**config.mk**
```make
export PLATFORM = sky130hd
export DESIGN_NAME = dmem_lsu
export DESIGN_NICKNAME = d
export VERILOG_FILES = /design/src/rtl/dmem_lsu.sv
export SDC_FILE = /design/constraint.sdc
export NUM_CORES = 1
export LEC_CHECK = 0
export ABC_AREA = 1
export ABC_CLOCK_PERIOD_IN_PS = 1300
export CORE_MARGIN = 4
export CORE_UTILIZATION = 25
export CTS_CLUSTER_SIZE = 28
export DETAILED_ROUTE_END_ITERATION = 12
export DONT_BUFFER_PORTS = 1
export PLACE_DENSITY = 0.46
export SYNTH_ARGS = -nofsm -noshare
export SYNTH_HDL_FRONTEND = slang
export SYNTH_SLANG_ARGS = --single-unit
```
**constraint.sdc**
```tcl
create_clock -name CLK -period 1.3 [get_ports CLK]
set_input_delay 0.26 -clock CLK [delete_from_list [all_inputs] [get_ports CLK]]
set_output_delay 0.26 -clock CLK [all_outputs]
set_load 0.02 [all_outputs]
```
**src/rtl/dmem_lsu.sv**
```systemverilog
// Load/store requester between the MEM stage and a word-addressed, one-cycle-read dmem.
// Define LSU_SUBWORD_EN to build byte/half loads and read-modify-write sub-word stores.
module dmem_lsu #(
    parameter int unsigned AW = 32,
    parameter int unsigned DW = 32
) (
    input  logic          CLK,
    input  logic          RST,
    input  logic          ReqValid,
    output logic          ReqReady,
    input  logic          ReqWrite,
    input  logic [1:0]    ReqSize,
    input  logic          ReqUnsigned,
    input  logic [AW-1:0] ReqAddr,
    input  logic [DW-1:0] ReqWData,
    output logic          RespValid,
    output logic [DW-1:0] RespData,
    output logic          RespErr,
    output logic          MemWE,
    output logic [AW-1:0] MemAddr,
    output logic [DW-1:0] MemWData,
    input  logic [DW-1:0] MemRData
);

    typedef enum logic [1:0] {StIdle, StLoadWait, StRmwWait} state_e;

    state_e        state_q;
    logic [AW-1:0] addr_q;
    logic [AW-1:0] req_word_addr;
    logic          accept;
    logic          req_err;
    logic          issue;
    logic [DW-1:0] load_data;

    assign ReqReady      = (state_q == StIdle);
    assign accept        = ReqValid & ReqReady;
    assign req_word_addr = {ReqAddr[AW-1:2], 2'b00};
    assign issue         = accept & ~req_err;

`ifdef LSU_SUBWORD_EN
    logic [1:0]    off_q;
    logic [1:0]    size_q;
    logic          uns_q;
    logic [DW-1:0] wdata_q;
    logic [DW-1:0] shifted;
    logic [DW-1:0] lane_mask;
    logic [DW-1:0] lane_data;
    logic [DW-1:0] merged;

    always_comb begin
        case (ReqSize)
            2'b00:   req_err = |ReqAddr[1:0];
            2'b01:   req_err = ReqAddr[0];
            2'b10:   req_err = 1'b0;
            default: req_err = 1'b1;
        endcase
    end

    // Halves are always 2-byte aligned, so the byte-offset shift covers both sizes.
    assign shifted   = MemRData >> {off_q, 3'b000};
    assign lane_mask = ((size_q == 2'b10) ? 32'h0000_00ff : 32'h0000_ffff) << {off_q, 3'b000};
    assign lane_data = wdata_q << {off_q, 3'b000};
    assign merged    = (MemRData & ~lane_mask) | (lane_data & lane_mask);

    always_comb begin
        case (size_q)
            2'b10:   load_data = {{24{~uns_q & shifted[7]}}, shifted[7:0]};
            2'b01:   load_data = {{16{~uns_q & shifted[15]}}, shifted[15:0]};
            default: load_data = MemRData;
        endcase
    end
`else
    logic unused_ok;

    assign req_err   = (ReqSize != 2'b00) | (|ReqAddr[1:0]);
    assign load_data = MemRData;
    assign unused_ok = ReqUnsigned;
`endif

    always_comb begin
        MemWE    = 1'b0;
        MemAddr  = addr_q;
        MemWData = ReqWData;
        if (state_q == StIdle) begin
            if (issue) begin
                MemAddr = req_word_addr;
                MemWE   = ReqWrite & (ReqSize == 2'b00);
            end
        end
`ifdef LSU_SUBWORD_EN
        else if (state_q == StRmwWait) begin
            MemWE    = 1'b1;
            MemWData = merged;
        end
`endif
    end

    always_ff @(posedge CLK or negedge RST) begin
        if (!RST) begin
            state_q   <= StIdle;
            addr_q    <= '0;
            RespValid <= 1'b0;
            RespData  <= '0;
            RespErr   <= 1'b0;
`ifdef LSU_SUBWORD_EN
            off_q     <= 2'b00;
            size_q    <= 2'b00;
            uns_q     <= 1'b0;
            wdata_q   <= '0;
`endif
        end else begin
            RespValid <= 1'b0;
            RespErr   <= 1'b0;
            RespData  <= '0;
            case (state_q)
                StIdle: begin
                    if (accept) begin
                        if (req_err) begin
                            RespValid <= 1'b1;
                            RespErr   <= 1'b1;
                        end else begin
                            addr_q <= req_word_addr;
                            if (ReqWrite && ReqSize == 2'b00) begin
                                RespValid <= 1'b1;
                            end else begin
`ifdef LSU_SUBWORD_EN
                                off_q   <= ReqAddr[1:0];
                                size_q  <= ReqSize;
                                uns_q   <= ReqUnsigned;
                                wdata_q <= ReqWData;
                                state_q <= ReqWrite ? StRmwWait : StLoadWait;
`else
                                state_q <= StLoadWait;
`endif
                            end
                        end
                    end
                end
                StLoadWait: begin
                    RespValid <= 1'b1;
                    RespData  <= load_data;
                    state_q   <= StIdle;
                end
                StRmwWait: begin
                    RespValid <= 1'b1;
                    state_q   <= StIdle;
                end
                default: state_q <= StIdle;
            endcase
        end
    end

endmodule

```
==> flow_metrics.tcl, run 1 <==
set metrics [dict create \
    gp_congestion 0.682 \
    crit_fanout 19 \
    drt-initial-drc-count 97 \
    grt_pass1_wl_um 11200 \
    yosysWarnings 0 \
    wl_met3_um 958 \
    cts_tree "built" \
    portBuffers 0 \
    crit_buf_inv 1 \
    cp-end-kind "primary output" \
    syn2layout_area_growth_pct 27.0 \
    yosys-top-cells-area "dfrtp_1 (57%), nand2_1 (16%), buf_4 (9.7%)" \
    yosysSeqAreaShare_pct 56.8 \
    status "finished with violations" \
    synth_edf_count 0 \
    synth_commonest_cells "nand2_1 (124), dfrtp_1 (65), buf_4 (37)" \
    yosys.area.top_type "dfrtp_1" \
    final_antenna_net_count 0 \
    cp_cell_sequence "nor2_8 > nand3_4 > buf_12 > nand2_1 > nand2_2" \
    start_util_pct 26.0 \
    p_leak_nw 2.09 \
    arrival_ns 1.39 \
    synth-async-reset-ratio_pct 100 \
    rsz0062_at_grt "yes" \
    overflow 0 \
    timing.hold.ws_ns -0.373 \
    violations "negative hold slack, negative setup slack" \
    maxSlewViolCount 0 \
    fin_skew_ns 0.00433 \
    cts_root_buf "clkbuf_16" \
    first_global_vias 2120 \
    critPathLaunchType "register" \
    postSynthAreaPerCell_um2 9.15 \
    min_period_ns 1.65 \
    setup_viol_count_final 32 \
    setup_tns_ns -10.38 \
    cp.required_ns 1.04 \
    vdd_drop_max_uv 549 \
    drive_gt1_share_pct 37.0 \
    netlist.area_leader.share_pct 56.8 \
    finalNetCount 433 \
    setup_ws_ns -0.351 \
    yosysMostFrequentCell "nand2_1" \
    clkTransAtPathRegs_ns 0.05 \
    ff_latch_area_um2 1630 \
    dieArea_um2 13200 \
    ios 203 \
    grt_max_degree 66 \
    die_w_um 115 \
    met1_length_um 2760 \
    hold_buffers 1 \
    top_layer "met4" \
    synth_seq_cells 65 \
    powerDensity_nw_per_um2 1550 \
    period_share_pct 127 \
    maxCapViolations 0 \
    final_hold_viol_count 65 \
    met2_length_um 3560 \
    worstSkewPairLatency_ns 0.32 \
    synth_ff_type "dfrtp_1" \
    cts.sinks 65 \
    hold_class "input pin to async pin" \
    vias 2038 \
    die_h_um 115 \
    nFillCells 1159 \
    vias_per_cell 4.29 \
    cts_buffer_depth 2 \
    diodes 0 \
    dp_hpwl_um 4970 \
    fmax_mhz 606 \
    slowest_delay_ns 0.44 \
    crit_slowest_cell "dfrtp_2" \
    core_um2 11000 \
    wirelength_um 7380 \
    synthCells 313 \
    final_util_pct 33.0 \
    dr.pass1.iters 4 \
    htreeDepth 3 \
    drc 0 \
    multi_input_area_um2 876 \
    antenna_found_initial 0 \
    path_class "register to primary output" \
    ys_types 14 \
    numCtsBuffers 9 \
    fp-row-count 38 \
    syn-cell-area_um2 2860 \
    post_drt_wl_per_cell_um 15.5 \
    grt_util_all_layers_pct 11.3 \
    crit_family "flip-flops" \
]
==> layer usage <==
metal | GRT usage (%) | vias to the layer above
met5 | 0 | -
met4 | 5.01 | 0
met3 | 5.84 | 13
met2 | 18.3 | 104
met1 | 12.5 | 955
li1 | - | 966
==> cells in the final DEF (no fill, tap or decap), types with 2 or more instances in the layout <==
master,synthesis,layout
nand2_1,124,77
dfrtp_1,65,64
nand2_2,0,44
buf_4,37,42
inv_1,35,34
nand4_1,30,30
clkbuf_16,0,9
buf_6,4,6
buf_12,0,5
clkinv_2,0,4
nand2_4,0,3
nor2_4,2,2
clkinvlp_4,0,2
conb_1,1,2
==> logic make-up after synthesis <==
kind of cell	share of synthesized area, %
and+or+nand+nor	25.3
buffers and inverters	17.4
DFF	56.8
AOI/OAI and AO/OA	0.262
other	0.131
==> flip-flops by register name (all words and copies together) (netlist names) <==
| register | cells |
|---|---|
| RespErr | 1 |
| addr_q | 30 |
| RespValid | 1 |
| state_q | 1 |
| RespData | 32 |
==> repair_timing <==
| item | 4_1_cts | 5_1_grt |
|---|---|---|
| hold endpoints to repair | 66 | 65 |
| setup buffers | 2 | 2 |
| gates resized for setup | 23 | 10 |
| pin swaps | 23 | 8 |
| setup endpoints to repair | 32 | 32 |
| gates cloned | 1 | 0 |
==> through the flow <==
step	instance area (µm²)	std cells	worst slack (ns)	power, mW
after floorplan	2940	314	-0.00787	3.14
after global placement	3160	453	-0.0558	3.22
after detailed placement	3160	453	-0.0620	3.23
after CTS	3580	473	-0.374	5.71
after global routing	3640	475	-0.428	5.95
final	3640	475	-0.351	5.62
==> area by class of cell <==
cell class / count / share of cell area (%)
Timing Repair Buffer: 55 / 14.5
Clock buffer: 10 / 6.57
Tap cell: 140 / 4.82
Sequential cell: 65 / 44.8
Clock inverter: 6 / 1.58
Inverter: 35 / 3.72
Multi-Input combinational cell: 164 / 24.1
==> where the power goes <==
part	total, mW	switching [mW]	internal (mW)
clock network	2.38	0.855	1.52
logic	0.942	0.622	0.320
registers	2.30	0.0805	2.22
==> worst register-to-register path, stage by stage, from the launching register on <==
cell and delay (ns):
dfrtp_2 0.44, nor2_8 0.13, nand3_4 0.10, buf_12 0.18, nand2_1 0.11, buf_4 0.11, nand2_1 0.04
==> worst paths after layout <==
kind,slack [ns],end,cells after the start,from
setup / recovery,-0.35,MemAddr[3],5,state_q[0]
hold / removal,-0.37,addr_q[20],0,RST
setup reg to reg,0.07,addr_q[3],6,state_q[0]
hold reg to reg,0.48,addr_q[10],2,addr_q[10]
max in group asynchronous,1.58,RespData[20],0,RST
min in group CLK,0.04,RespData[17],2,MemRData[17]
Note: power is estimated with default switching activity, not from simulation.
==> run 2: changes to the inputs <==
CORE_MARGIN = 8   (was 4)
TNS_END_PERCENT = 20   (was unset)
==> run 2 against run 1 <==
  * Global-route usage is 1.4 points lower
  * Cell count is 2.5% lower
  * Combinational power is 3.0% higher
  * Sequential power hardly changed
  * Fmax is 3.9% lower
  * The run still ends with negative hold slack, negative setup slack left
  * Largest cell class unchanged
  * Worst hold slack worse by 0.011 ns
==> flow_metrics.tcl, run 2 (synthesis results as in run 1) <==
set metrics [dict create \
    vdd_drop_max_uv 542 \
    fp-row-count 39 \
    cts_root_buf "clkbuf_16" \
    crit_buf_inv 1 \
    wirelength_um 7670 \
    cts_tree "built" \
    drt-initial-drc-count 57 \
    drive_gt1_share_pct 34.4 \
    antenna_found_initial 0 \
    grt_pass1_wl_um 11200 \
    vias 1977 \
    dr.pass1.iters 4 \
    worstSkewPairLatency_ns 0.33 \
    dpl_cell_area_um2 3040 \
    hold_class "input pin to async pin" \
    ios 203 \
    crit_fanout 21 \
    final_hold_viol_count 65 \
    cp_cell_sequence "nor2_8 > nand3_4 > buf_12 > nand2_1 > nand2_2" \
    finalNetCount 418 \
    cp-end-kind "primary output" \
    largest_reg_flops 32 \
    grt_max_degree 66 \
    setup_viol_count_final 32 \
    final_cell_mix "nand2_1 (75), dfrtp_1 (64), nand2_2 (46), inv_1 (35), buf_4 (32)" \
    grt_util_all_layers_pct 9.95 \
    cts.sinks 65 \
    nFillCells 1181 \
    rsz0062_at_grt "yes" \
    post_drt_wl_per_cell_um 16.6 \
    first_global_vias 2064 \
    drc 0 \
    die_w_um 123 \
    dieArea_um2 15100 \
    setup_ws_ns -0.417 \
    powerDensity_nw_per_um2 1650 \
    final_antenna_net_count 0 \
    slowest_delay_ns 0.43 \
    largestRegisters "RespData (32), addr_q (30)" \
    dp.cells 445 \
    status "finished with violations" \
    maxCapViolations 0 \
    p_leak_nw 2.03 \
    fin_skew_ns 0.00601 \
    cts_buffer_depth 2 \
    total_power_mw 5.84 \
    critPathLaunchType "register" \
    timing.hold.ws_ns -0.385 \
    fin_cells 463 \
    maxSlewViolCount 0 \
    dp_hpwl_um 5390 \
    fmax_mhz 582 \
    fin_area_um2 3530 \
    crit_slowest_cell "dfrtp_2" \
    crit_family "simple AND/OR/NAND/NOR gates" \
    core_um2 11300 \
    gp_congestion 0.681 \
    regMostFlops "RespData" \
    path_class "register to primary output" \
    cp.required_ns 1.04 \
    syn2layout_area_growth_pct 23.3 \
    start_util_pct 25.3 \
    period_share_pct 132 \
    htreeDepth 3 \
    arrival_ns 1.46 \
    final_common_cell "nand2_1" \
    die_h_um 123 \
    vias_per_cell 4.27 \
    min_period_ns 1.72 \
    numCtsBuffers 9 \
    overflow 0 \
    clkTransAtPathRegs_ns 0.06 \
    violations "negative hold slack, negative setup slack" \
    portBuffers 0 \
    hold_buffers 1 \
    diodes 0 \
]
==> run 2: cell count changes in the layout (fill, tap and decap cells not counted), sizes merged <==
cell and change:
bufinv +1, inv +2, clkinv -2, buf -15, bufbuf -1
==> run 2: worst paths after layout <==
kind                                   start            to  slack [ns]  cells past startpoint
worst max-delay path              state_q[0]    MemAddr[2]       -0.42                      5
worst min-delay path                     RST    addr_q[16]       -0.38                      0
worst max register to register    state_q[0]     addr_q[2]        0.03                      6
worst min register to register    addr_q[12]    addr_q[12]        0.48                      2
max in group asynchronous                RST    state_q[0]        1.58                      0
min in group CLK                MemRData[31]  RespData[31]        0.03                      2
==> run 2: worst reg2reg max path: stages, from the launching register on <==
cell     delay (ns)
dfrtp_2        0.43
nor2_8         0.17
nand3_4        0.12
buf_12         0.18
nand2_1        0.11
buf_4          0.11
nand2_1        0.04
==> run 2: cell type report <==
cell class / count / area [µm²] / share of cell area, %
Sequential cell: 65 / 1630 / 46.1
Inverter: 35 / 131 / 3.72
Clock buffer: 9 / 225 / 6.38
Timing Repair Buffer: 40 / 387 / 11.0
Multi-Input combinational cell: 164 / 886 / 25.1
Clock inverter: 7 / 93.8 / 2.66
Tap cell: 143 / 179 / 5.07
==> run 2: report_power, final <==
group          leakage (nW)  total, mW  switching [mW]  internal, mW
sequential            0.863       2.31          0.0845          2.22
combinational          1.01      0.970           0.634         0.335
clock                 0.152       2.56           0.887          1.68
==> run 2: per-layer routing <==
layer	track usage [%]	part of all wire (%)
met1	11.0	38
met2	14.7	47
met3	6.07	12
met4	5.34	2.7
met5	0	0
==> run 2: timing repair <==
item	CTS	global route
hold endpoints to repair	66	65
cloned	0	1
endpoints found under the setup margin	32	40
pin swaps	10	8
setup buffers	0	0
gates resized for setup	40	10
==> run 2: per-stage QoR <==
stage | setup TNS [ns] | util (%) | setup WS [ns]
3_3_place_gp | -1.93 | 26.9 | -0.0851
5_1_grt | -15.20 | 31.2 | -0.504
2_1_floorplan | -0.368 | - | -0.0170
4_1_cts | -13.25 | 30.7 | -0.442
6_report | -12.17 | 31.2 | -0.417
3_5_place_dp | -2.20 | 26.9 | -0.101
==> run 3: changes to the inputs <==
CAP_MARGIN = 40   (was unset)
==> results of run 3 <==
Final layout, timing and power as in run 2 (identical DEF).
